<file path="src/rtl/beta_imem_arbiter.sv">
// rtl/beta_imem_arbiter.sv - shared memory port arbiter/sequencer for fetch (IF) and load/store (LS)
//
// Ports:
//   clk_i, rstn_i        clock (rising edge), asynchronous active-low reset
//   arb_if_*             fetch request (req/addr/flush in, ready/valid/rdata out)
//   arb_ls_*             load/store request (req/we/be/addr/wdata in, ready/valid/rdata out)
//   arb_mem_*            single memory port, req/ready accept, valid response
//   arb_busy_o           a transaction is presented or outstanding
//   arb_owner_o          owner of the current/last transaction, 0 = IF, 1 = LS
module beta_imem_arbiter #(
    parameter int DataWidth   = 32,
    parameter int AddrWidth   = 32,
    parameter int StarveLimit = 4
) (
    input  logic                   clk_i,
    input  logic                   rstn_i,
    input  logic                   arb_if_req_i,
    input  logic [AddrWidth-1:0]   arb_if_addr_i,
    input  logic                   arb_if_flush_i,
    output logic                   arb_if_ready_o,
    output logic                   arb_if_valid_o,
    output logic [DataWidth-1:0]   arb_if_rdata_o,
    input  logic                   arb_ls_req_i,
    input  logic                   arb_ls_we_i,
    input  logic [DataWidth/8-1:0] arb_ls_be_i,
    input  logic [AddrWidth-1:0]   arb_ls_addr_i,
    input  logic [DataWidth-1:0]   arb_ls_wdata_i,
    output logic                   arb_ls_ready_o,
    output logic                   arb_ls_valid_o,
    output logic [DataWidth-1:0]   arb_ls_rdata_o,
    output logic                   arb_mem_req_o,
    output logic                   arb_mem_we_o,
    output logic [DataWidth/8-1:0] arb_mem_be_o,
    output logic [AddrWidth-1:0]   arb_mem_addr_o,
    output logic [DataWidth-1:0]   arb_mem_wdata_o,
    input  logic                   arb_mem_ready_i,
    input  logic                   arb_mem_valid_i,
    input  logic [DataWidth-1:0]   arb_mem_rdata_i,
    output logic                   arb_busy_o,
    output logic                   arb_owner_o
);

    localparam int BeWidth = DataWidth / 8;
    localparam logic [3:0] Limit = 4'(StarveLimit);

    typedef enum logic [1:0] {IDLE, HOLD, WAIT_RSP} state_t;

    state_t                 state_q;
    logic                   owner_q;
    logic                   drop_q;
    logic [3:0]             starve_q;
    logic [DataWidth-1:0]   if_rdata_q;
    logic [DataWidth-1:0]   ls_rdata_q;

    logic                   idle_pick_ls;
    logic                   sel_ls;
    logic                   req_act;
    logic                   req_out;
    logic                   accept;
    logic                   rsp;
    logic                   rsp_if;
    logic                   rsp_ls;

    always_comb begin
        // Starvation guard overrides the default LS priority.
        idle_pick_ls = arb_ls_req_i && !((starve_q == Limit) && arb_if_req_i);
        sel_ls       = (state_q == IDLE) ? idle_pick_ls : owner_q;
        case (state_q)
            IDLE:    req_act = arb_if_req_i | arb_ls_req_i;
            HOLD:    req_act = owner_q ? arb_ls_req_i : arb_if_req_i;
            default: req_act = 1'b0;
        endcase
        // Gating with rstn_i keeps every output at 0 while reset is held,
        // even if requesters keep their req high.
        req_out = req_act & rstn_i;
        accept  = req_out & arb_mem_ready_i;
        rsp     = (state_q == WAIT_RSP) & arb_mem_valid_i & rstn_i;
        // A flush arriving together with the response still kills it.
        rsp_if  = rsp & ~owner_q & ~(drop_q | arb_if_flush_i);
        rsp_ls  = rsp & owner_q;
    end

    assign arb_mem_req_o   = req_out;
    assign arb_mem_we_o    = req_out & sel_ls & arb_ls_we_i;
    assign arb_mem_be_o    = !req_out ? '0 : (sel_ls ? arb_ls_be_i : {BeWidth{1'b1}});
    assign arb_mem_addr_o  = !req_out ? '0 : (sel_ls ? arb_ls_addr_i : arb_if_addr_i);
    assign arb_mem_wdata_o = (req_out && sel_ls) ? arb_ls_wdata_i : '0;

    assign arb_if_ready_o  = accept & ~sel_ls;
    assign arb_ls_ready_o  = accept & sel_ls;
    assign arb_if_valid_o  = rsp_if;
    assign arb_ls_valid_o  = rsp_ls;
    assign arb_if_rdata_o  = rsp_if ? arb_mem_rdata_i : if_rdata_q;
    assign arb_ls_rdata_o  = rsp_ls ? arb_mem_rdata_i : ls_rdata_q;
    assign arb_busy_o      = (state_q != IDLE);
    assign arb_owner_o     = owner_q;

    always_ff @(posedge clk_i or negedge rstn_i) begin
        if (!rstn_i) begin
            state_q    <= IDLE;
            owner_q    <= 1'b0;
            drop_q     <= 1'b0;
            starve_q   <= 4'd0;
            if_rdata_q <= '0;
            ls_rdata_q <= '0;
        end else begin
            case (state_q)
                IDLE: begin
                    if (req_act) begin
                        owner_q <= idle_pick_ls;
                        state_q <= arb_mem_ready_i ? WAIT_RSP : HOLD;
                    end
                end
                HOLD: begin
                    if (!owner_q && arb_if_flush_i) drop_q <= 1'b1;
                    if (!req_act) begin
                        // Owner withdrew before acceptance: nothing was issued.
                        state_q <= IDLE;
                        drop_q  <= 1'b0;
                    end else if (arb_mem_ready_i) begin
                        state_q <= WAIT_RSP;
                    end
                end
                WAIT_RSP: begin
                    if (!owner_q && arb_if_flush_i) drop_q <= 1'b1;
                    if (arb_mem_valid_i) begin
                        state_q <= IDLE;
                        drop_q  <= 1'b0;
                    end
                end
                default: state_q <= IDLE;
            endcase

            if (accept && !sel_ls) begin
                starve_q <= 4'd0;
            end else if (accept && sel_ls && arb_if_req_i) begin
                if (starve_q < Limit) starve_q <= starve_q + 4'd1;
            end else if (state_q == IDLE && !arb_if_req_i) begin
                starve_q <= 4'd0;
            end

            if (rsp_if) if_rdata_q <= arb_mem_rdata_i;
            if (rsp_ls) ls_rdata_q <= arb_mem_rdata_i;
        end
    end

endmodule

</file>
<file path="config.mk">
export PLATFORM = sky130hd
export DESIGN_NAME = beta_imem_arbiter
export DESIGN_NICKNAME = d
export VERILOG_FILES = /design/src/rtl/beta_imem_arbiter.sv
export SDC_FILE = /design/constraint.sdc
export NUM_CORES = 1
export LEC_CHECK = 0
export CAP_MARGIN = 20
export CORE_ASPECT_RATIO = 1.25
export CORE_UTILIZATION = 31
export DETAILED_ROUTE_END_ITERATION = 8
export GPL_TIMING_DRIVEN = 0
export HOLD_SLACK_MARGIN = 0.08
export PLACE_DENSITY = 0.77
export RECOVER_POWER = 50
export SETUP_SLACK_MARGIN = 0.3
export SYNTH_ARGS = -nofsm -noshare
export SYNTH_HDL_FRONTEND = slang
export SYNTH_SLANG_ARGS = --single-unit
</file>
<file path="constraint.sdc">
create_clock -name clk_i -period 2 [get_ports clk_i]
set_input_delay 0.2 -clock clk_i [delete_from_list [all_inputs] [get_ports clk_i]]
set_output_delay 0.2 -clock clk_i [all_outputs]
set_load 0.02 [all_outputs]
</file>
==> flow_summary.yaml <==
finish:
  nets: 1065
  finalInstanceArea_um2: 10500
  drive_gt1_share_pct: 62.9
  layout_common_cells: "buf_6 (201), clkdlybuf4s50_1 (137), nand2_2 (91), nand2_1 (91), nand2_4 (81)"
  final_common_cell: "buf_6"
  insertedDiodeCount: 0
  num-fill-cells: 478
  area_delta_synth_final_pct: 180
pwr:
  p_switching_mw: 5.92
  seqPwrFrac_pct: 18.4
  p_int_mw: 7.56
  pwr-share-clk_pct: 12.5
  power_frac_comb_pct: 69.0
  power_leakage_nw: 4.95
  power.density_nw_per_um2: 1280
  ir_drop_uv: 1050
  p_sw_share_pct: 43.9
outcome:
  violations: "negative hold slack, negative setup slack"
  outcome: "finished, violations left"
setup_path:
  startpoint_type: "flip-flop"
  path_cells: "inv_4 > ha_4 > o21a_1 > nor2_2 > or3_4 > buf_4 > buf_6 > clkbuf_16 > a21oi_4 > buf_6"
  slowest_stage: "dfrtp_1"
  slowest_delay_ps: 420
  endpoint_kind: "primary output"
  cp.required_ps: 1800
  worstPathMaxFanout: 6
  cp.arrival_ps: 2350
  crit_type: "reg2out"
  crit_top_cell: "buf_6"
floorplanning:
  die_x_um: 100
  die_h_um: 125
  die_area_um2: 12600
  core_um2: 11700
  initial_core_util_pct: 32.0
  io_pins: 280
  row_count: 44
drt:
  drtIter0Drc: 397
  drtPass1Iterations: 4
  via_per_inst: 5.27
  ant_nets: 0
  routed_wl_um: 25700
  post_drt_wl_per_cell_um: 23.7
  vias: 5716
  route.detailed.drc: 0
sta:
  tightest_slew_ps: 704
  period_share_pct: 128
  slew_headroom_pct: 53.1
  hold_violations: 72
  setup_viol: 147
  hold_ws_ps: -142
  max_freq_mhz: 392
  final_max_slew_viol_count: 0
  worst_slack_ps: -554
  rsz0062_at_grt: "true"
  fin_skew_ps: 14.6
  fin_crit_ps: 2550
logic_synthesis:
  yosysWarnings: 0
  synth-seq-cells: 72
  synth.area.top_cells: "dfrtp_1 (48%), nand2_1 (26%), and3_1 (5.5%), a21oi_1 (4.7%), ha_1 (2.3%)"
  seq_area_frac_synth_pct: 48.0
  syn_avg_cell_area_um2: 7.52
  synth_top_area_share_pct: 48.0
  synth_area_leader_cell: "dfrtp_1"
  synth_nets: 646
  synth_cells: 499
  ys_types: 34
  synth_area_um2: 3750
clock_network:
  cts_tree: "done"
  cts-htree-levels: 3
  root_buffer: "clkbuf_16"
  insertion_delay_ps: 350
  clockBufferDepth: 2
  cts.sinks: 72
  clk_pin_slew_ps: 60
  cts_buffers: 9
place:
  post-place-ws_ps: -1120
  place.gp.congestion: 0.864
  hpwl_um: 13000
  place_area_um2: 7270
  portBuffers: 278
global_route:
  grt_pass1_wl_um: 30600
  grt.total_usage_pct: 32.4
  grt_pass1_vias: 5770
  grt_max_degree: 76
  antenna_found_initial: 0
  grt_overflow: 0
run:
  drv_cap: 0
hold_path:
  hp-class: "in2async"
## routing by layer
metal  GRT usage, %  routed length [um]  up-vias
li1               -                   -     2433
met1           32.6                8990     2803
met2           60.6               13000      384
met3           9.84                2400       96
met4           13.2                1350        0
met5              0                   0        -
## registers in the layout (all words and copies together) (netlist names)
signal and cells:
arb_owner_o 1, drop_q 1, if_rdata_q 32, ls_rdata_q 32, starve_q 4, state_q 2
## kinds of logic (layout without fill, tap and decap cells)
logic type                 after synthesis  in the layout  share of synthesized area (%)
adders and majority gates                7              7                           2.33
muxes                                    2              2                          0.567
and+or+nand+nor                        324            324                           35.7
DFF                                     72             72                           48.0
buffers and inverters                   42            466                           5.27
AOI/OAI and AO/OA                       52             52                           8.07
## final cells by class
type                       count  area, um2  area share [%]
clock inverter                 6       68.8           0.655
tap                          161        201            1.92
clock buffer                  10        229            2.18
inverter                      10       72.6           0.691
sequential                    72       1800            17.2
timing repair buffer         408       4390            41.8
buffer                        32        474            4.52
multi-input combinational    385       3260            31.1
## critical path, delay by kind of cell, from the launching register on
kind / cells / cell delay, ps
buffers and inverters: 5 / 720
adder cells (fa/ha/maj): 1 / 170
AND/OR/NAND/NOR: 2 / 400
AO/OA/AOI/OAI: 2 / 300
flip-flops: 1 / 420
## synthesized netlist by cell type (all sizes together)
cell type / count
o41ai: 1
nand2: 263
clkbuf: 15
o31ai: 1
a22oi: 1
nor2: 12
and3: 33
a41o: 2
mux2i: 1
nand2b: 4
or3: 2
buf: 17
o21a: 1
o21bai: 1
nor3b: 1
inv: 9
a21boi: 1
o21ai: 2
nor2b: 1
o22ai: 1
ha: 7
nor3: 1
mux2: 1
nand4: 3
and2: 1
a21oi: 35
dfrtp: 72
nand4b: 1
clkinv: 1
or2: 2
a31oi: 6
## final timing paths
check | start | end | slack [ps] | cells after the start
max | state_q[1]$_DFFE_PN0P_ | arb_mem_addr_o[24] | -550 | 10
min | rstn_i | ls_rdata_q[7]$_DFF_PN0_ | -140 | 1
max reg2reg | state_q[1]$_DFFE_PN0P_ | ls_rdata_q[3]$_DFF_PN0_ | -290 | 15
min reg2reg | if_rdata_q[16]$_DFF_PN0_ | if_rdata_q[16]$_DFF_PN0_ | 510 | 2
max in group asynchronous | rstn_i | arb_owner_o$_DFFE_PN0P_ | 1600 | 1
min in group clk_i | arb_mem_ready_i | starve_q[2]$_DFFE_PN0P_ | 250 | 3
## power by group through the flow
| stage | sequential (mW) | clock, mW | combinational (mW) |
|---|---|---|---|
| 2_1_floorplan | 2.17 | 0 | 3.33 |
| 5_1_grt | 2.52 | 1.73 | 9.66 |
| 3_5_place_dp | 2.22 | 0 | 5.85 |
| 6_report | 2.49 | 1.69 | 9.31 |
| 4_1_cts | 2.29 | 1.64 | 7.69 |
| 3_3_place_gp | 2.19 | 0 | 5.78 |
## what timing repair did
item / 4_1_cts / 5_1_grt
resized for setup: 1088 / 214
cloned: 16 / 4
pin swaps: 61 / 81
endpoints found under the setup margin: 208 / 194
setup buffers: 71 / 39
endpoints found under the hold margin: 72 / 72
## per-stage QoR
step                power [mW]  std cells  hold slack (ps)  setup TNS [ps]  util, %
global route              13.9       1084            -58.5          -67330     89.6
global placement          7.97        938              453         -793490     62.0
detailed placement        8.07        938              395         -157610     62.0
floorplan                 5.50        499            -95.6           -2.38        -
CTS                       11.6       1041            -98.8          -44250     79.5
finish                    13.5       1084             -142          -58160     89.6
Power figures use the tool's default switching activity.
